[config.mk]
export PLATFORM = sky130hd
export DESIGN_NAME = logo_anim_sequencer
export DESIGN_NICKNAME = d
export VERILOG_FILES = /design/src/rtl/logo_anim_pkg.sv /design/src/rtl/logo_anim_sequencer_bounce_axis.sv /design/src/rtl/logo_anim_sequencer.sv
export SDC_FILE = /design/constraint.sdc
export NUM_CORES = 1
export LEC_CHECK = 0
export ABC_AREA = 1
export BUFFER_PORTS_ARGS = -buffer_cell sky130_fd_sc_hd__clkbuf_2
export CORE_UTILIZATION = 58
export DETAILED_ROUTE_END_ITERATION = 8
export GPL_ROUTABILITY_DRIVEN = 1
export MAX_ROUTING_LAYER = met4
export PLACE_DENSITY = 0.85
export RECOVER_POWER = 25
export SLEW_MARGIN = 10
export SYNTH_ARGS = -nofsm -noshare
export SYNTH_HDL_FRONTEND = slang
export SYNTH_HIERARCHICAL = 1
export SYNTH_SLANG_ARGS = --single-unit
[constraint.sdc]
create_clock -name clk -period 2.8 [get_ports clk]
set_clock_uncertainty 0.2 [all_clocks]
set_input_delay 0.14 -clock clk [delete_from_list [all_inputs] [get_ports clk]]
set_output_delay 0.14 -clock clk [all_outputs]
set_load 0.02 [all_outputs]
[src/rtl/logo_anim_pkg.sv]
// Shared definitions for the logo animation sequencer: state encoding,
// logo base colour, full-brightness fade level and the fade colour helper.
package logo_anim_pkg;

  typedef enum logic [2:0] {
    IDLE     = 3'd0,
    FADE_IN  = 3'd1,
    HOLD     = 3'd2,
    BOUNCE   = 3'd3,
    FADE_OUT = 3'd4
  } anim_state_e;

  localparam logic [5:0] LOGO_BASE = 6'b111101;
  localparam logic [3:0] FADE_MAX  = 4'd8;

  // Scale each 2-bit channel of the base colour by fade/8.
  function automatic logic [5:0] fade_rgb(input logic [3:0] f);
    logic [5:0] p_r;
    logic [5:0] p_g;
    logic [5:0] p_b;
    p_r = {4'b0, LOGO_BASE[5:4]} * {2'b0, f};
    p_g = {4'b0, LOGO_BASE[3:2]} * {2'b0, f};
    p_b = {4'b0, LOGO_BASE[1:0]} * {2'b0, f};
    return {2'(p_r >> 3), 2'(p_g >> 3), 2'(p_b >> 3)};
  endfunction

endpackage

[src/rtl/logo_anim_sequencer_bounce_axis.sv]
// One bounce axis: signed position with direction, reflecting at +/-LIM.
module anim_bounce_axis #(
  parameter int LIM = 80
) (
  input  logic              clk,
  input  logic              rst_n,
  input  logic              adv,
  input  logic              clr,
  input  logic [2:0]        step,
  output logic signed [8:0] pos
);

  localparam logic signed [9:0] LIM_P = 10'(LIM);
  localparam logic signed [9:0] LIM_N = -LIM_P;

  logic signed [8:0] pos_q, pos_d;
  logic              dir_q, dir_d;
  logic signed [9:0] sum;

  // Next position: 10-bit sum so the reflection compare never sees a wrap.
  always_comb begin
    pos_d = pos_q;
    dir_d = dir_q;
    if (dir_q)
      sum = $signed({pos_q[8], pos_q}) - $signed({7'b0, step});
    else
      sum = $signed({pos_q[8], pos_q}) + $signed({7'b0, step});
    if (clr) begin
      pos_d = '0;
      dir_d = 1'b0;
    end else if (adv) begin
      if (sum >= LIM_P) begin
        pos_d = LIM_P[8:0];
        dir_d = 1'b1;
      end else if (sum <= LIM_N) begin
        pos_d = LIM_N[8:0];
        dir_d = 1'b0;
      end else begin
        pos_d = sum[8:0];
      end
    end
  end

  // Position and direction registers.
  always_ff @(posedge clk or negedge rst_n) begin
    if (!rst_n) begin
      pos_q <= '0;
      dir_q <= 1'b0;
    end else begin
      pos_q <= pos_d;
      dir_q <= dir_d;
    end
  end

  assign pos = pos_q;

endmodule

[src/rtl/logo_anim_sequencer.sv]
// Logo animation sequencer: fade in, hold, bounce, fade out, advancing once
// per frame at the start of vertical blanking, with pause and single-step.
module logo_anim_sequencer
  import logo_anim_pkg::*;
#(
  parameter int V_ACTIVE      = 480,
  parameter int X_LIM         = 80,
  parameter int Y_LIM         = 16,
  parameter int HOLD_FRAMES   = 60,
  parameter int BOUNCE_FRAMES = 600
) (
  input  logic              clk,
  input  logic              rst_n,
  input  logic [9:0]        hpos,
  input  logic [9:0]        vpos,
  input  logic              run,
  input  logic              pause,
  input  logic              step,
  input  logic [1:0]        speed,
  output logic signed [8:0] x_off,
  output logic signed [8:0] y_off,
  output logic [3:0]        fade,
  output logic [5:0]        logo_rgb,
  output logic [10:0]       frame,
  output logic [2:0]        state
);

  anim_state_e state_q, state_d;
  logic [3:0]  fade_q, fade_d, fade_dec;
  logic [9:0]  cnt_q, cnt_d;
  logic [10:0] frame_q, frame_d;
  logic [5:0]  logo_rgb_q, logo_rgb_d;
  logic        step_pending_q, step_pending_d;
  logic        tick, adv, bounce_adv, axis_clr;
  logic [2:0]  step_size;

  assign tick      = (vpos == 10'(V_ACTIVE)) && (hpos == 10'd0);
  // A step arriving on the tick cycle itself is folded into that advance.
  assign adv       = tick && (!pause || step_pending_q || step);
  assign step_size = {1'b0, speed} + 3'd1;

  // Frame counter, step latch and faded colour.
  always_comb begin
    frame_d        = tick ? frame_q + 11'd1 : frame_q;
    step_pending_d = tick ? 1'b0 : (step ? 1'b1 : step_pending_q);
    logo_rgb_d     = fade_rgb(fade_d);
  end

  // Next-state logic; dropping run in an active phase wins over everything.
  always_comb begin
    state_d    = state_q;
    fade_d     = fade_q;
    cnt_d      = cnt_q;
    bounce_adv = 1'b0;
    axis_clr   = 1'b0;
    fade_dec   = (fade_q == 4'd0) ? 4'd0 : fade_q - 4'd1;
    if (adv) begin
      if (!run && (state_q == FADE_IN || state_q == HOLD || state_q == BOUNCE)) begin
        state_d = FADE_OUT;
        fade_d  = fade_dec;
        cnt_d   = '0;
      end else begin
        case (state_q)
          IDLE: begin
            if (run) state_d = FADE_IN;
          end
          FADE_IN: begin
            fade_d = fade_q + 4'd1;
            if (fade_q == FADE_MAX - 4'd1) begin
              state_d = HOLD;
              cnt_d   = '0;
            end
          end
          HOLD: begin
            if (cnt_q == 10'(HOLD_FRAMES - 1)) begin
              state_d = BOUNCE;
              cnt_d   = '0;
            end else begin
              cnt_d = cnt_q + 10'd1;
            end
          end
          BOUNCE: begin
            bounce_adv = 1'b1;
            if (cnt_q == 10'(BOUNCE_FRAMES - 1)) begin
              state_d = FADE_OUT;
              cnt_d   = '0;
            end else begin
              cnt_d = cnt_q + 10'd1;
            end
          end
          FADE_OUT: begin
            if (fade_q <= 4'd1) begin
              fade_d = 4'd0;
              if (run) begin
                state_d = FADE_IN;
              end else begin
                state_d  = IDLE;
                axis_clr = 1'b1;
                cnt_d    = '0;
              end
            end else begin
              fade_d = fade_dec;
            end
          end
          default: state_d = IDLE;
        endcase
      end
    end
  end

  // Sequencer registers.
  always_ff @(posedge clk or negedge rst_n) begin
    if (!rst_n) begin
      state_q        <= IDLE;
      fade_q         <= '0;
      cnt_q          <= '0;
      frame_q        <= '0;
      logo_rgb_q     <= '0;
      step_pending_q <= 1'b0;
    end else begin
      state_q        <= state_d;
      fade_q         <= fade_d;
      cnt_q          <= cnt_d;
      frame_q        <= frame_d;
      logo_rgb_q     <= logo_rgb_d;
      step_pending_q <= step_pending_d;
    end
  end

  anim_bounce_axis #(.LIM(X_LIM)) u_axis_x (
    .clk   (clk),
    .rst_n (rst_n),
    .adv   (bounce_adv),
    .clr   (axis_clr),
    .step  (step_size),
    .pos   (x_off)
  );

  anim_bounce_axis #(.LIM(Y_LIM)) u_axis_y (
    .clk   (clk),
    .rst_n (rst_n),
    .adv   (bounce_adv),
    .clr   (axis_clr),
    .step  (step_size),
    .pos   (y_off)
  );

  assign fade     = fade_q;
  assign logo_rgb = logo_rgb_q;
  assign frame    = frame_q;
  assign state    = state_q;

endmodule

==> report_table.html, run 1 <==
<table>
<tr><th>Metric</th><th>Value</th></tr>
<tr><th colspan="2">Status</th></tr>
<tr><td>Status</td><td>finished clean</td></tr>
<tr><th colspan="2">Logic synthesis</th></tr>
<tr><td>Top post-synthesis cells by count</td><td>sky130_fd_sc_hd__nand2_1 (193), sky130_fd_sc_hd__inv_1 (102), sky130_fd_sc_hd__nand3_1 (54)</td></tr>
<tr><td>Cell with the most instances after synthesis</td><td>sky130_fd_sc_hd__nand2_1</td></tr>
<tr><td>Predominant post-synthesis flop cell</td><td>sky130_fd_sc_hd__dfrtp_1</td></tr>
<tr><td>Warnings, synthesis</td><td>6</td></tr>
<tr><td>Yosys top cell by area</td><td>sky130_fd_sc_hd__dfrtp_1</td></tr>
<tr><td>Synthesized area per cell</td><td>approximately 6.8 sq um</td></tr>
<tr><td>Cell types with the largest area share after synthesis</td><td>sky130_fd_sc_hd__dfrtp_1 (28%), sky130_fd_sc_hd__nand2_1 (16%), sky130_fd_sc_hd__inv_1 (8.5%), sky130_fd_sc_hd__ha_1 (8.4%), sky130_fd_sc_hd__nand3_1 (6.0%)</td></tr>
<tr><td>Proportion of register bits with asynchronous set or reset after synthesis</td><td>100%</td></tr>
<tr><td>Post-synth EDFFs</td><td>0</td></tr>
<tr><td>Cell area after technology mapping</td><td>4490 sq um</td></tr>
<tr><td>Yosys reg bits</td><td>51</td></tr>
<tr><td>Synth Net Count</td><td>723</td></tr>
<tr><td>Count of different cell masters after synthesis</td><td>41</td></tr>
<tr><td>Share of the yosys chip area belonging to registers</td><td>28.4%</td></tr>
<tr><td>Mapped Cells</td><td>664</td></tr>
<tr><td>Post-synth top area share</td><td>28.4%</td></tr>
<tr><th colspan="2">GRT</th></tr>
<tr><td>Largest net degree at the start of global routing</td><td>40</td></tr>
<tr><td>Remaining Overflow, GRT</td><td>0</td></tr>
<tr><td>Vias in the first global route</td><td>4517</td></tr>
<tr><td>GR Util All Layers</td><td>28.2%</td></tr>
<tr><td>Global-route wire length before repair</td><td>18.7 mm</td></tr>
<tr><td>Number of antenna violations at the first check in global routing</td><td>0</td></tr>
<tr><th colspan="2">Run</th></tr>
<tr><td>Maximum capacitance violations</td><td>0</td></tr>
<tr><th colspan="2">Worst setup path</th></tr>
<tr><td>Worst r2r src</td><td>fade[1]$_DFF_PN0_</td></tr>
<tr><td>Type of the setup path with the least slack</td><td>input port to flop</td></tr>
<tr><td>Largest incremental delay on the critical path</td><td>0.28 ns</td></tr>
<tr><td>Origin of the worst setup path</td><td>speed[0]</td></tr>
<tr><td>Depth of the most critical reg-to-reg path</td><td>13</td></tr>
<tr><td>Slowest cell on the critical path</td><td>sky130_fd_sc_hd__ha_4</td></tr>
<tr><td>Biggest fanout along the worst timing path</td><td>5</td></tr>
<tr><td>Flop2flop setup slack</td><td>~0.26 ns</td></tr>
<tr><td>End of the worst register-to-register path</td><td>logo_rgb[3]$_DFF_PN0_</td></tr>
<tr><td>Worst setup SP type</td><td>input port</td></tr>
<tr><td>Endpoint of the worst setup timing path</td><td>u_axis_y/dir_q$_DFFE_PN0P_</td></tr>
<tr><td>Worst EP arrival</td><td>2.61 ns</td></tr>
<tr><td>Most repeated library cell on the critical path</td><td>sky130_fd_sc_hd__nand2_1</td></tr>
<tr><td>Ordered list of cells on the worst path</td><td>clkbuf_2, ha_4, inv_1, ha_1, ha_1, or2_4, ha_4, nand2_1, nand2_1, inv_1, nand3_2, nand2_1, nand2_1, nor2_2, nand3_2, nand2_2, nand2_1, nand2_1, nand2_1, nand2_1</td></tr>
<tr><td>Required time of the critical path</td><td>roughly 2.9 ns</td></tr>
<tr><td>Critical path capture point type</td><td>flop</td></tr>
<tr><th colspan="2">Power and ir drop</th></tr>
<tr><td>NetSw</td><td>0.000374 W</td></tr>
<tr><td>Int Pwr</td><td>0.00108 W</td></tr>
<tr><td>Total power</td><td>0.00146 W</td></tr>
<tr><td>Leakage Power</td><td>between 2 and 3 nW</td></tr>
<tr><td>Portion of total power attributed to the clock network</td><td>about a third</td></tr>
<tr><td>Worst voltage drop across the vdd grid</td><td>278 uV</td></tr>
<tr><td>Share of power burned in combinational logic</td><td>15.1%</td></tr>
<tr><td>Fraction of power consumed by sequential logic</td><td>approximately half</td></tr>
<tr><td>Power density normalized to cell area</td><td>275 nW/um^2</td></tr>
<tr><td>Switching share of total power</td><td>about a quarter</td></tr>
<tr><th colspan="2">Detailed routing</th></tr>
<tr><td>Iteration-0 DRC Markers</td><td>202</td></tr>
<tr><td>DRT Wirelength</td><td>10.7 mm</td></tr>
<tr><td>Via density</td><td>around 5.3</td></tr>
<tr><td>Via count</td><td>4549</td></tr>
<tr><td>Initial DRT Pass Iterations</td><td>5</td></tr>
<tr><td>DRC viols</td><td>0</td></tr>
<tr><td>Number of nets with antenna violations after detailed routing</td><td>0</td></tr>
<tr><td>Drt wl/cell</td><td>12.5 microns</td></tr>
<tr><th colspan="2">Timing</th></tr>
<tr><td>Worst Setup Slack, final</td><td>0.238 ns</td></tr>
<tr><td>Setup TNS after final layout</td><td>0 ns</td></tr>
<tr><td>Worst slew margin relative to its limit</td><td>34.0%</td></tr>
<tr><td>Endpoints failing setup</td><td>0</td></tr>
<tr><td>Crit share post-route</td><td>91.5%</td></tr>
<tr><td>Highest attainable clock frequency</td><td>390 MHz</td></tr>
<tr><td>Final hold violations</td><td>0</td></tr>
<tr><td>Time the final worst path needs with I/O delays and setup</td><td>2.56 ns</td></tr>
<tr><td>Slew @ Worst Pin</td><td>0.990 ns</td></tr>
<tr><td>Max-slew violation count</td><td>0</td></tr>
<tr><td>RSZ-0062 raised after global routing</td><td>false</td></tr>
<tr><th colspan="2">Clock tree</th></tr>
<tr><td>Inserted Clock Buffers</td><td>5</td></tr>
<tr><td>CTS tree</td><td>done</td></tr>
<tr><td>Clk Latency, worst-skew pair</td><td>0.30 ns</td></tr>
<tr><td>Clock Tree Root</td><td>sky130_fd_sc_hd__clkbuf_8</td></tr>
<tr><td>Maximum level of the CTS H-tree</td><td>2</td></tr>
<tr><td>Clock sink total</td><td>51</td></tr>
<tr><td>Maximum buffer depth of the clock tree</td><td>2</td></tr>
<tr><td>Clock edge transition at the registers on the reported setup and hold paths</td><td>0.09 ns</td></tr>
<tr><td>Post-CTS Setup Repair Bufs</td><td>0</td></tr>
<tr><th colspan="2">Floorplanning</th></tr>
<tr><td>Total die area</td><td>just over 8000 sq um</td></tr>
<tr><td>Ports</td><td>slightly below 70</td></tr>
<tr><td>Die Y-Extent</td><td>90.0 microns</td></tr>
<tr><td>Core outline area</td><td>7370 sq um</td></tr>
<tr><td>Starting density of the core</td><td>60.9%</td></tr>
<tr><td>Site Rows</td><td>31</td></tr>
<tr><td>Width of the chip</td><td>90.0 microns</td></tr>
<tr><th colspan="2">Place</th></tr>
<tr><td>Post-detailed-placement half-perimeter wirelength</td><td>between 8 and 9 mm</td></tr>
<tr><td>Placer congestion estimate</td><td>0.895</td></tr>
<tr><td>Input/output buffers</td><td>67</td></tr>
<tr><td>Total placed cells including tap cells</td><td>~840</td></tr>
<tr><td>Worst slack at placement</td><td>-0.242 ns</td></tr>
<tr><th colspan="2">Worst hold path</th></tr>
<tr><td>Hold WC Path Type</td><td>input port to flop</td></tr>
<tr><th colspan="2">Final layout</th></tr>
<tr><td>Fin nets</td><td>815</td></tr>
<tr><td>Signed area change from the synthesized netlist to the final layout</td><td>17.8%</td></tr>
<tr><td>Number of diodes</td><td>0</td></tr>
<tr><td>Final non-filler cell total</td><td>855</td></tr>
<tr><td>Layout cell share with drive strength beyond 1</td><td>between 10% and 20%</td></tr>
</table>
-- through the flow --
step	hold slack (ns)	util [%]	instance area (sq um)
CTS	0.00239	70.5	5200
global route	0.0604	71.8	5290
floorplan	-0.356	-	4490
finish	0.0149	71.8	5290
detailed placement	0.152	68.6	5050
global placement	0.134	68.6	5050
-- cell type report --
| type | instances | area, sq um |
|---|---|---|
| Inverter | 114 | 430 |
| Sequential cell | 51 | 1280 |
| Multi-Input combinational cell | 494 | 2870 |
| Fill cell | 608 | 2080 |
| Clock buffer | 5 | 68.8 |
| Clock inverter | 2 | 37.5 |
| Timing Repair Buffer | 90 | 477 |
| Tap cell | 99 | 124 |
-- timing repair --
item,4_1_cts,5_1_grt
hold buffers,4,0
endpoints found under the setup margin,0,20
hold endpoints to repair,40,0
gates resized for setup,0,25
-- kinds of logic after synthesis --
| family | synth area share (%) |
|---|---|
| and+or+nand+nor | 42.2 |
| xor gates and xnor gates | 2.54 |
| buffers and inverters | 10.4 |
| other | 0.0836 |
| AOI/OAI and AO/OA | 7.11 |
| DFF | 28.4 |
| adders and majority gates | 9.26 |
-- registers in the layout (all words and copies together), names as in the netlist --
name,count
u_axis_x/pos,9
logo_rgb,3
step_pending_q,1
fade,3
cnt_q,10
frame,11
u_axis_y/pos,9
u_axis_y/dir_q,1
state,3
u_axis_x/dir_q,1
-- layer usage --
metal  global-route usage, %  vias up  wire length [microns]
li1                        -     2295                      -
met3                    3.72       20                    488
met5                       -        -                      0
met1                    33.2     2094                   4680
met2                    50.6      140                   5380
met4                    7.80        0                    172
-- power groups by stage --
stage	Combinational, W	Clock, W	Sequential [W]
after CTS	0.000213	0.000507	0.000736
after global routing	0.000249	0.000541	0.000736
after floorplan	0.000136	0	0.000751
after global placement	0.000199	0	0.000751
final	0.000220	0.000499	0.000736
after detailed placement	0.000207	0	0.000751
-- placed cells by master (no fill, tap or decap), types with 3 or more instances in the layout --
cell / n
sky130_fd_sc_hd__nand4_1: 18
sky130_fd_sc_hd__nor3_1: 13
sky130_fd_sc_hd__nand2_4: 4
sky130_fd_sc_hd__xnor2_1: 6
sky130_fd_sc_hd__nand3_1: 54
sky130_fd_sc_hd__ha_1: 22
sky130_fd_sc_hd__nand3_2: 13
sky130_fd_sc_hd__clkbuf_8: 5
sky130_fd_sc_hd__a21oi_1: 17
sky130_fd_sc_hd__dfrtp_1: 49
sky130_fd_sc_hd__dlygate4sd3_1: 4
sky130_fd_sc_hd__o21ai_0: 13
sky130_fd_sc_hd__clkbuf_1: 33
sky130_fd_sc_hd__a31oi_1: 3
sky130_fd_sc_hd__clkbuf_2: 34
sky130_fd_sc_hd__o21ai_1: 6
sky130_fd_sc_hd__inv_1: 102
sky130_fd_sc_hd__buf_4: 19
sky130_fd_sc_hd__inv_2: 10
sky130_fd_sc_hd__ha_4: 7
sky130_fd_sc_hd__nor2_1: 51
sky130_fd_sc_hd__nor2_4: 6
sky130_fd_sc_hd__nand2_2: 24
sky130_fd_sc_hd__nand2_1: 191
sky130_fd_sc_hd__xor2_1: 7
sky130_fd_sc_hd__a21oi_2: 6
sky130_fd_sc_hd__nor2_2: 6
-- worst max-delay path, delay by kind of cell --
kind / cells / cell delay (ns)
adder cells (fa/ha/maj): 4 / 0.90
AND/OR/NAND/NOR: 13 / 1.27
buffers and inverters: 3 / 0.30
-- worst min path at each step --
stage,start,end,slack (ns),depth (start not counted)
3_3_place_gp,rst_n,frame[2]$_DFFE_PN0P_,0.13,1
2_1_floorplan,rst_n,cnt_q[0]$_DFFE_PN0P_,-0.36,0
3_5_place_dp,rst_n,frame[2]$_DFFE_PN0P_,0.15,1
4_1_cts,hpos[7],frame[1]$_DFFE_PN0P_,0.002,6
5_1_grt,hpos[2],frame[1]$_DFFE_PN0P_,0.06,6
6_report,hpos[2],frame[1]$_DFFE_PN0P_,0.01,6
Note: power is estimated with default switching activity, not from simulation.
==> inputs of run 2 (changes only) <==
--- a/config.mk
+++ b/config.mk
@@ -7,6 +7,7 @@
 export LEC_CHECK = 0
 export ABC_AREA = 1
 export BUFFER_PORTS_ARGS = -buffer_cell sky130_fd_sc_hd__clkbuf_2
+export CORE_ASPECT_RATIO = 1.2
 export CORE_UTILIZATION = 58
 export DETAILED_ROUTE_END_ITERATION = 8
 export GPL_ROUTABILITY_DRIVEN = 1
@@ -18,3 +19,4 @@
 export SYNTH_HDL_FRONTEND = slang
 export SYNTH_HIERARCHICAL = 1
 export SYNTH_SLANG_ARGS = --single-unit
+export TNS_END_PERCENT = 30
==> constraint.sdc (replaced) <==
create_clock -name clk -period 2.7 [get_ports clk]
set_clock_uncertainty 0.2 [all_clocks]
set_input_delay 0.135 -clock clk [delete_from_list [all_inputs] [get_ports clk]]
set_output_delay 0.135 -clock clk [all_outputs]
set_load 0.02 [all_outputs]
==> run 2 against run 1 <==
Cell count shrank 0.35%. Global-route usage increased by 0.15 points. Sequential share of layout area shrank 0.39 points. Critical endpoint is now logo_rgb[3]$_DFF_PN0_. Highest routed layer unchanged.
==> report_table.html, run 2 (synthesis gave the netlist of run 1 again) <==
<table>
<tr><th>Metric</th><th>Value</th></tr>
<tr><th colspan="2">Status</th></tr>
<tr><td>Status</td><td>finished clean</td></tr>
<tr><th colspan="2">Worst hold path</th></tr>
<tr><td>Min-delay src</td><td>hpos[2]</td></tr>
<tr><td>Hold WC Path Type</td><td>input port to flop</td></tr>
<tr><td>Instance count along the most critical hold path</td><td>6 (unchanged)</td></tr>
<tr><td>Hold path endpoint</td><td>frame[1]$_DFFE_PN0P_</td></tr>
<tr><th colspan="2">Floorplanning</th></tr>
<tr><td>Starting density of the core</td><td>61.0% (+0.083 points)</td></tr>
<tr><td>Die Y-Extent</td><td>98.4 microns (+9.3%)</td></tr>
<tr><td>Total die area</td><td>8100 sq um (about the same)</td></tr>
<tr><td>Ports</td><td>69 (unchanged)</td></tr>
<tr><td>Width of the chip</td><td>82.3 microns (-8.5%)</td></tr>
<tr><td>Core outline area</td><td>7360 sq um (-0.14%)</td></tr>
<tr><td>Site Rows</td><td>34 (+9.7%)</td></tr>
<tr><th colspan="2">Worst setup path</th></tr>
<tr><td>Type of the setup path with the least slack</td><td>flop to flop</td></tr>
<tr><td>Flop2flop setup slack</td><td>0.12 ns (-0.14 ns)</td></tr>
<tr><td>End of the worst register-to-register path</td><td>logo_rgb[3]$_DFF_PN0_</td></tr>
<tr><td>Required time of the critical path</td><td>2.70 ns (-0.15 ns)</td></tr>
<tr><td>Critical path capture point type</td><td>flop</td></tr>
<tr><td>Depth of the most critical reg-to-reg path</td><td>14 (+1)</td></tr>
<tr><td>Worst EP arrival</td><td>2.58 ns (-0.03 ns)</td></tr>
<tr><td>Worst setup SP type</td><td>flop</td></tr>
<tr><td>Biggest fanout along the worst timing path</td><td>4 (-1)</td></tr>
<tr><td>Worst r2r src</td><td>fade[0]$_DFF_PN0_</td></tr>
<tr><th colspan="2">Detailed routing</th></tr>
<tr><td>Initial DRT Pass Iterations</td><td>5 (unchanged)</td></tr>
<tr><td>Via density</td><td>5.29 (-0.55%)</td></tr>
<tr><td>DRC viols</td><td>0 (unchanged)</td></tr>
<tr><td>DRT Wirelength</td><td>10.7 mm (-0.22%)</td></tr>
<tr><td>Number of nets with antenna violations after detailed routing</td><td>0 (unchanged)</td></tr>
<tr><td>Drt wl/cell</td><td>12.6 microns (+0.13%)</td></tr>
<tr><td>Via count</td><td>4508 (-0.90%)</td></tr>
<tr><td>Iteration-0 DRC Markers</td><td>155 (-23%)</td></tr>
<tr><th colspan="2">Clock tree</th></tr>
<tr><td>Post-CTS Setup Repair Bufs</td><td>0 (unchanged)</td></tr>
<tr><td>CTS tree</td><td>done</td></tr>
<tr><td>Clock sink total</td><td>51 (unchanged)</td></tr>
<tr><td>Maximum level of the CTS H-tree</td><td>2 (unchanged)</td></tr>
<tr><td>Clock Tree Root</td><td>sky130_fd_sc_hd__clkbuf_8</td></tr>
<tr><td>Inserted Clock Buffers</td><td>5 (unchanged)</td></tr>
<tr><td>Clock edge transition at the registers on the reported setup and hold paths</td><td>0.09 ns (about the same)</td></tr>
<tr><td>Maximum buffer depth of the clock tree</td><td>2 (unchanged)</td></tr>
<tr><td>Clk Latency, worst-skew pair</td><td>0.30 ns (about the same)</td></tr>
<tr><th colspan="2">GRT</th></tr>
<tr><td>Number of antenna violations at the first check in global routing</td><td>0 (unchanged)</td></tr>
<tr><td>GR Util All Layers</td><td>28.3% (+0.15 points)</td></tr>
<tr><td>Vias in the first global route</td><td>4270 (-5.5%)</td></tr>
<tr><td>Remaining Overflow, GRT</td><td>0 (unchanged)</td></tr>
<tr><td>Largest net degree at the start of global routing</td><td>52 (+30%)</td></tr>
<tr><td>Global-route wire length before repair</td><td>17.9 mm (-4.4%)</td></tr>
<tr><th colspan="2">Power and ir drop</th></tr>
<tr><td>Portion of total power attributed to the clock network</td><td>34.8% (+0.5 points)</td></tr>
<tr><td>Fraction of power consumed by sequential logic</td><td>49.9% (-0.7 points)</td></tr>
<tr><td>NetSw</td><td>0.000403 W (+7.6%)</td></tr>
<tr><td>Int Pwr</td><td>0.00113 W (+4.1%)</td></tr>
<tr><td>Share of power burned in combinational logic</td><td>15.2% (about the same)</td></tr>
<tr><td>Leakage Power</td><td>3.01 nW (+3.9%)</td></tr>
<tr><td>Switching share of total power</td><td>26.4% (+0.64 points)</td></tr>
<tr><td>Total power</td><td>0.00153 W (+5.0%)</td></tr>
<tr><td>Power density normalized to cell area</td><td>285 nW/um^2 (+3.5%)</td></tr>
<tr><td>Worst voltage drop across the vdd grid</td><td>302 uV (+8.8%)</td></tr>
<tr><th colspan="2">Run</th></tr>
<tr><td>Maximum capacitance violations</td><td>0 (unchanged)</td></tr>
<tr><th colspan="2">Timing</th></tr>
<tr><td>Max-slew violation count</td><td>0 (unchanged)</td></tr>
<tr><td>Slew @ Worst Pin</td><td>1.23 ns (+0.236 ns)</td></tr>
<tr><td>Final hold violations</td><td>0 (unchanged)</td></tr>
<tr><td>Worst slew margin relative to its limit</td><td>18.3% (-16 points)</td></tr>
<tr><td>Time the final worst path needs with I/O delays and setup</td><td>2.58 ns</td></tr>
<tr><td>Post-route worst hold slack</td><td>0.0183 ns (+0.00345 ns)</td></tr>
<tr><td>Endpoints failing setup</td><td>0 (unchanged)</td></tr>
<tr><td>Crit share post-route</td><td>about 95%</td></tr>
<tr><td>Highest attainable clock frequency</td><td>388 MHz</td></tr>
<tr><td>RSZ-0062 raised after global routing</td><td>true</td></tr>
<tr><th colspan="2">Place</th></tr>
<tr><td>Input/output buffers</td><td>67 (unchanged)</td></tr>
<tr><td>Total placed cells including tap cells</td><td>841 (-0.36%)</td></tr>
<tr><td>Placer congestion estimate</td><td>0.889 (-0.68%)</td></tr>
<tr><td>Post-detailed-placement half-perimeter wirelength</td><td>8.30 mm (-1.8%)</td></tr>
<tr><th colspan="2">Final layout</th></tr>
<tr><td>Most frequent cells in the layout</td><td>sky130_fd_sc_hd__nand2_1 (190), sky130_fd_sc_hd__inv_1 (101), sky130_fd_sc_hd__clkbuf_2 (59), sky130_fd_sc_hd__nand3_1 (54), sky130_fd_sc_hd__dfrtp_1 (51)</td></tr>
<tr><td>Number of diodes</td><td>0 (unchanged)</td></tr>
<tr><td>Signed area change from the synthesized netlist to the final layout</td><td>19.5%</td></tr>
<tr><td>Layout cell share with drive strength beyond 1</td><td>23.9% (+4.2 points)</td></tr>
<tr><td>Fin nets</td><td>821 (+0.74%)</td></tr>
<tr><td>Final non-filler cell total</td><td>852 (-0.35%)</td></tr>
<tr><td>Commonest non-fill, non-tap cell in the layout</td><td>sky130_fd_sc_hd__nand2_1</td></tr>
<tr><td>Max FFs per register</td><td>11 (unchanged)</td></tr>
</table>
## run 2: cell types whose count changed in the layout (fill, tap and decap cells not counted), sizes merged
cell    previous run  this run
buf               19        24
clkbuf            72        73
## run 2: layout make-up
type,instances,area [sq um]
Multi-Input combinational cell,494,2890
Fill cell,590,1990
Sequential cell,51,1280
Timing Repair Buffer,96,549
Inverter,114,430
Tap cell,90,113
Clock buffer,5,68.8
Clock inverter,2,37.5
## run 2: power groups by stage
stage | Clock [W] | Sequential, W | Combinational [W]
after floorplan | 0 | 0.000779 | 0.000141
after global placement | 0 | 0.000778 | 0.000211
after detailed placement | 0 | 0.000778 | 0.000218
after CTS | 0.000544 | 0.000763 | 0.000224
after global routing | 0.000565 | 0.000763 | 0.000267
final | 0.000532 | 0.000763 | 0.000233
## run 2: stage by stage
step / TNS, ns / setup WS (ns) / util [%] / instance area [sq um]
after global placement: -3.21 / -0.239 / 69.1 / 5090
final: 0 / 0.123 / 72.9 / 5370
after detailed placement: -4.28 / -0.283 / 69.1 / 5090
after CTS: 0 / 0.0400 / 71.1 / 5230
after floorplan: 0 / 0.00122 / - / 4490
after global routing: -0.107 / -0.0747 / 72.9 / 5370
## run 2: worst max-delay path by stage
stage / start / to / slack [ns] / cells after the start
2_1_floorplan: speed[0] / u_axis_x/pos[4]$_DFFE_PN0P_ / 0.001 / 18
3_3_place_gp: speed[0] / u_axis_y/dir_q$_DFFE_PN0P_ / -0.24 / 21
5_1_grt: fade[0]$_DFF_PN0_ / logo_rgb[3]$_DFF_PN0_ / -0.07 / 14
6_report: fade[0]$_DFF_PN0_ / logo_rgb[3]$_DFF_PN0_ / 0.12 / 14
3_5_place_dp: speed[0] / u_axis_y/dir_q$_DFFE_PN0P_ / -0.28 / 21
4_1_cts: speed[0] / u_axis_y/dir_q$_DFFE_PN0P_ / 0.04 / 21
## run 2: layer usage
metal | wire (microns) | share of wire, % | GRT usage, %
met3 | 460 | 4.3 | 2.90
met1 | 4610 | 43 | 35.0
met5 | 0 | 0 | -
met2 | 5480 | 51 | 49.0
met4 | 146 | 1.4 | 6.48
## run 2: worst max-delay path, cell delays in order, from the launching register on
cell	delay [ns]
sky130_fd_sc_hd__dfrtp_1	0.41
sky130_fd_sc_hd__inv_1	0.09
sky130_fd_sc_hd__ha_1	0.24
sky130_fd_sc_hd__o21ai_1	0.20
sky130_fd_sc_hd__nand2_1	0.14
sky130_fd_sc_hd__o21ai_0	0.21
sky130_fd_sc_hd__a31oi_1	0.12
sky130_fd_sc_hd__a21oi_2	0.24
sky130_fd_sc_hd__ha_1	0.29
sky130_fd_sc_hd__nand2_1	0.07
sky130_fd_sc_hd__inv_1	0.03
sky130_fd_sc_hd__nand3_1	0.08
sky130_fd_sc_hd__nand2_1	0.06
sky130_fd_sc_hd__nand2_1	0.05
sky130_fd_sc_hd__nand2_1	0.05
## run 2: what timing repair did
action / 4_1_cts / 5_1_grt
hold endpoints to repair: 53 / 0
setup endpoints to repair: 0 / 19
hold buffers: 4 / 0
gates resized for setup: 0 / 30
==> inputs of run 3 (changes only) <==
--- a/config.mk
+++ b/config.mk
@@ -14,6 +14,7 @@
 export MAX_ROUTING_LAYER = met4
 export PLACE_DENSITY = 0.85
 export RECOVER_POWER = 25
+export REMOVE_ABC_BUFFERS = 1
 export SLEW_MARGIN = 10
 export SYNTH_ARGS = -nofsm -noshare
 export SYNTH_HDL_FRONTEND = slang
==> run 3 against run 2 <==
The run now ends with max-capacitance violations, max-slew violations left. Largest cell class unchanged. Sequential power about the same. Combinational power increased by 2%. Critical path depth increased by 7. First-iteration DRC count increased by 26%.
==> report_table.html, run 3 (synthesis gave the netlist of run 1 again) <==
<table>
<tr><th>Metric</th><th>Value</th></tr>
<tr><th colspan="2">Timing</th></tr>
<tr><td>Highest attainable clock frequency</td><td>394 MHz (+1.5%)</td></tr>
<tr><td>Slew @ Worst Pin</td><td>1.57 ns (+0.346 ns)</td></tr>
<tr><td>Setup TNS after final layout</td><td>0 ns (unchanged)</td></tr>
<tr><td>Time the final worst path needs with I/O delays and setup</td><td>2.54 ns (-0.0382 ns)</td></tr>
<tr><td>Worst slew margin relative to its limit</td><td>-4.80% (-23 points)</td></tr>
<tr><td>Endpoints failing setup</td><td>0 (unchanged)</td></tr>
<tr><td>Final hold violations</td><td>0 (unchanged)</td></tr>
<tr><td>Crit share post-route</td><td>94.0% (-1.4 points)</td></tr>
<tr><td>Max-slew violation count</td><td>30 (+30)</td></tr>
<tr><th colspan="2">Detailed routing</th></tr>
<tr><td>Iteration-0 DRC Markers</td><td>195 (+26%)</td></tr>
<tr><td>Initial DRT Pass Iterations</td><td>5 (unchanged)</td></tr>
<tr><td>Via count</td><td>4571 (+1.4%)</td></tr>
<tr><td>Via density</td><td>5.33 (+0.69%)</td></tr>
<tr><td>DRT Wirelength</td><td>10.8 mm (+0.58%)</td></tr>
<tr><td>DRC viols</td><td>0 (unchanged)</td></tr>
<tr><td>Number of nets with antenna violations after detailed routing</td><td>0 (unchanged)</td></tr>
<tr><td>Drt wl/cell</td><td>12.5 microns (-0.12%)</td></tr>
<tr><th colspan="2">Worst setup path</th></tr>
<tr><td>Biggest fanout along the worst timing path</td><td>7 (+3)</td></tr>
<tr><td>Worst EP arrival</td><td>2.54 ns (-0.04 ns)</td></tr>
<tr><td>Critical path capture point type</td><td>flop</td></tr>
<tr><td>End of the worst register-to-register path</td><td>u_axis_x/pos[4]$_DFFE_PN0P_</td></tr>
<tr><td>Depth of the most critical reg-to-reg path</td><td>15 (+1)</td></tr>
<tr><td>Worst r2r src</td><td>u_axis_x/dir_q$_DFFE_PN0P_</td></tr>
<tr><td>Flop2flop setup slack</td><td>0.17 ns (+0.05 ns)</td></tr>
<tr><td>Worst setup SP type</td><td>input port</td></tr>
<tr><td>Type of the setup path with the least slack</td><td>input port to flop</td></tr>
<tr><td>Required time of the critical path</td><td>2.70 ns (about the same)</td></tr>
<tr><th colspan="2">Final layout</th></tr>
<tr><td>Count of fill cells added during filler insertion</td><td>592 (+0.34%)</td></tr>
<tr><td>Fin nets</td><td>826 (+0.61%)</td></tr>
<tr><td>Signed area change from the synthesized netlist to the final layout</td><td>20.4%</td></tr>
<tr><td>Fraction of the core area covered by cells at the end of the flow</td><td>73.4% (+0.54 points)</td></tr>
<tr><td>Most frequent cells in the layout</td><td>sky130_fd_sc_hd__nand2_1 (193), sky130_fd_sc_hd__inv_1 (101), sky130_fd_sc_hd__nand3_1 (54), sky130_fd_sc_hd__clkbuf_2 (52)</td></tr>
<tr><td>Commonest non-fill, non-tap cell in the layout</td><td>sky130_fd_sc_hd__nand2_1</td></tr>
<tr><td>Number of diodes</td><td>0 (unchanged)</td></tr>
<tr><td>Layout cell share with drive strength beyond 1</td><td>23.4% (-0.45 points)</td></tr>
<tr><td>Max FFs per register</td><td>11 (unchanged)</td></tr>
<tr><td>Final non-filler cell total</td><td>858 (+0.70%)</td></tr>
<tr><th colspan="2">Clock tree</th></tr>
<tr><td>Clock sink total</td><td>51 (unchanged)</td></tr>
<tr><td>Clk Latency, worst-skew pair</td><td>0.30 ns (about the same)</td></tr>
<tr><td>CTS tree</td><td>done</td></tr>
<tr><td>Clock edge transition at the registers on the reported setup and hold paths</td><td>0.09 ns (about the same)</td></tr>
<tr><td>Clock Tree Root</td><td>sky130_fd_sc_hd__clkbuf_8</td></tr>
<tr><td>Maximum buffer depth of the clock tree</td><td>2 (unchanged)</td></tr>
<tr><td>Maximum level of the CTS H-tree</td><td>2 (unchanged)</td></tr>
<tr><td>Inserted Clock Buffers</td><td>5 (unchanged)</td></tr>
<tr><th colspan="2">GRT</th></tr>
<tr><td>Vias in the first global route</td><td>4481 (+4.9%)</td></tr>
<tr><td>GR Util All Layers</td><td>28.6% (+0.21 points)</td></tr>
<tr><td>Remaining Overflow, GRT</td><td>0 (unchanged)</td></tr>
<tr><td>Number of antenna violations at the first check in global routing</td><td>0 (unchanged)</td></tr>
<tr><td>Global-route wire length before repair</td><td>18.1 mm (+1.3%)</td></tr>
<tr><td>Largest net degree at the start of global routing</td><td>30 (-42%)</td></tr>
<tr><th colspan="2">Floorplanning</th></tr>
<tr><td>Die Y-Extent</td><td>98.4 microns (unchanged)</td></tr>
<tr><td>Site Rows</td><td>34 (unchanged)</td></tr>
<tr><td>Starting density of the core</td><td>61.0% (unchanged)</td></tr>
<tr><td>Ports</td><td>69 (unchanged)</td></tr>
<tr><td>Total die area</td><td>8100 sq um (unchanged)</td></tr>
<tr><td>Core outline area</td><td>7360 sq um (unchanged)</td></tr>
<tr><td>Width of the chip</td><td>82.3 microns (unchanged)</td></tr>
<tr><th colspan="2">Place</th></tr>
<tr><td>Post-detailed-placement half-perimeter wirelength</td><td>8.57 mm (+3.2%)</td></tr>
<tr><td>Placer congestion estimate</td><td>0.903 (+1.6%)</td></tr>
<tr><td>Input/output buffers</td><td>67 (unchanged)</td></tr>
<tr><td>Total placed cells including tap cells</td><td>845 (+0.48%)</td></tr>
<tr><th colspan="2">Worst hold path</th></tr>
<tr><td>Hold path endpoint</td><td>step_pending_q$_DFFE_PN0P_</td></tr>
<tr><td>Min-delay src</td><td>hpos[6]</td></tr>
<tr><td>Instance count along the most critical hold path</td><td>5 (-1)</td></tr>
<tr><td>Hold WC Path Type</td><td>input port to flop</td></tr>
<tr><th colspan="2">Power and ir drop</th></tr>
<tr><td>NetSw</td><td>0.000402 W (-0.31%)</td></tr>
<tr><td>Worst voltage drop across the vdd grid</td><td>286 uV (-5.4%)</td></tr>
<tr><td>Total power</td><td>0.00147 W (-3.8%)</td></tr>
<tr><td>Portion of total power attributed to the clock network</td><td>32.0% (-2.8 points)</td></tr>
<tr><td>Power density normalized to cell area</td><td>272 nW/um^2 (-4.5%)</td></tr>
<tr><td>Fraction of power consumed by sequential logic</td><td>51.9% (+2.0 points)</td></tr>
<tr><td>Leakage Power</td><td>3.01 nW (about the same)</td></tr>
<tr><td>Share of power burned in combinational logic</td><td>16.1% (+0.9 points)</td></tr>
<tr><td>Switching share of total power</td><td>27.3% (+0.96 points)</td></tr>
<tr><td>Int Pwr</td><td>0.00107 W (-5.1%)</td></tr>
<tr><th colspan="2">Status</th></tr>
<tr><td>Status</td><td>finished, violations left</td></tr>
<tr><td>Violated checks</td><td>max-capacitance violations, max-slew violations</td></tr>
<tr><th colspan="2">Run</th></tr>
<tr><td>Maximum capacitance violations</td><td>1 (+1)</td></tr>
</table>
[run 3: changes by cell type in the layout (fill, tap and decap cells not counted), moves of 2 or more]
cell	delta
sky130_fd_sc_hd__buf_4	+5
sky130_fd_sc_hd__nor3_2	+2
sky130_fd_sc_hd__clkbuf_1	+6
sky130_fd_sc_hd__nand2_1	+3
sky130_fd_sc_hd__clkbuf_2	-7
sky130_fd_sc_hd__nand2_2	-3
sky130_fd_sc_hd__nor3_1	-2
sky130_fd_sc_hd__ha_4	+2
[run 3: worst max-delay path by stage]
stage	start	endpoint	slack [ns]	cells past startpoint
after global routing	u_axis_x/dir_q$_DFFE_PN0P_	u_axis_x/pos[4]$_DFFE_PN0P_	-0.0009	16
after detailed placement	speed[0]	u_axis_y/dir_q$_DFFE_PN0P_	-0.36	21
after floorplan	speed[0]	u_axis_x/pos[4]$_DFFE_PN0P_	0.001	18
after global placement	speed[0]	u_axis_x/pos[4]$_DFFE_PN0P_	-0.20	19
final	speed[0]	u_axis_x/pos[4]$_DFFE_PN0P_	0.16	21
after CTS	speed[0]	u_axis_x/pos[4]$_DFFE_PN0P_	-0.01	19
[run 3: what timing repair did]
item                                    4_1_cts  5_1_grt
endpoints found under the hold margin        30        0
endpoints found under the setup margin        2       20
setup buffers                                 0        0
pin swaps                                     1        4
resized for setup                             4       25
hold buffers                                  5        0
[run 3: power by group through the flow]
stage / clock network, W / logic, W / registers (W)
2_1_floorplan: 0 / 0.000139 / 0.000779
3_3_place_gp: 0 / 0.000217 / 0.000778
3_5_place_dp: 0 / 0.000225 / 0.000778
4_1_cts: 0.000474 / 0.000232 / 0.000763
5_1_grt: 0.000505 / 0.000270 / 0.000763
6_report: 0.000471 / 0.000237 / 0.000763
[run 3: layout make-up]
cell class	instances	area, sq um	share of cell area, %
Multi-Input combinational cell	494	2900	53.7
Sequential cell	51	1280	23.6
Timing Repair Buffer	101	584	10.8
Inverter	114	430	7.96
Tap cell	90	113	2.08
Clock buffer	6	82.6	1.53
Clock inverter	2	16.3	0.301
[run 3: worst max-delay path, cell delays in order]
cell	delay, ns
sky130_fd_sc_hd__clkbuf_2	0.11
sky130_fd_sc_hd__ha_4	0.28
sky130_fd_sc_hd__inv_1	0.06
sky130_fd_sc_hd__ha_1	0.18
sky130_fd_sc_hd__ha_1	0.27
sky130_fd_sc_hd__o21ai_1	0.13
sky130_fd_sc_hd__ha_1	0.29
sky130_fd_sc_hd__nand2_1	0.09
sky130_fd_sc_hd__nand2_1	0.08
sky130_fd_sc_hd__inv_2	0.07
sky130_fd_sc_hd__nand2_2	0.05
sky130_fd_sc_hd__nand2_1	0.07
sky130_fd_sc_hd__nand2_1	0.05
sky130_fd_sc_hd__nand2_1	0.05
sky130_fd_sc_hd__nand2_1	0.08
sky130_fd_sc_hd__nor2_1	0.14
sky130_fd_sc_hd__nand2_2	0.09
sky130_fd_sc_hd__nand2_4	0.09
sky130_fd_sc_hd__nand3_1	0.08
sky130_fd_sc_hd__nand2_1	0.09
sky130_fd_sc_hd__nand2_1	0.07
[run 3: metal layers]
metal,share of wire (%),up-vias,global-route usage [%]
met2,52,107,50.6
met5,0,-,-
li1,-,2313,-
met4,2.1,0,9.58
met3,3.3,21,3.27
met1,42,2130,32.4
[run 3: metrics by stage]
stage / hold WS (ns) / area, sq um / setup WS, ns
after global routing: 0.0552 / 5410 / -0.000894
after floorplan: -0.361 / 4450 / 0.00122
final: 0.0227 / 5410 / 0.161
after global placement: 0.0197 / 5120 / -0.197
after CTS: 0.00842 / 5300 / -0.00991
after detailed placement: 0.0279 / 5120 / -0.360
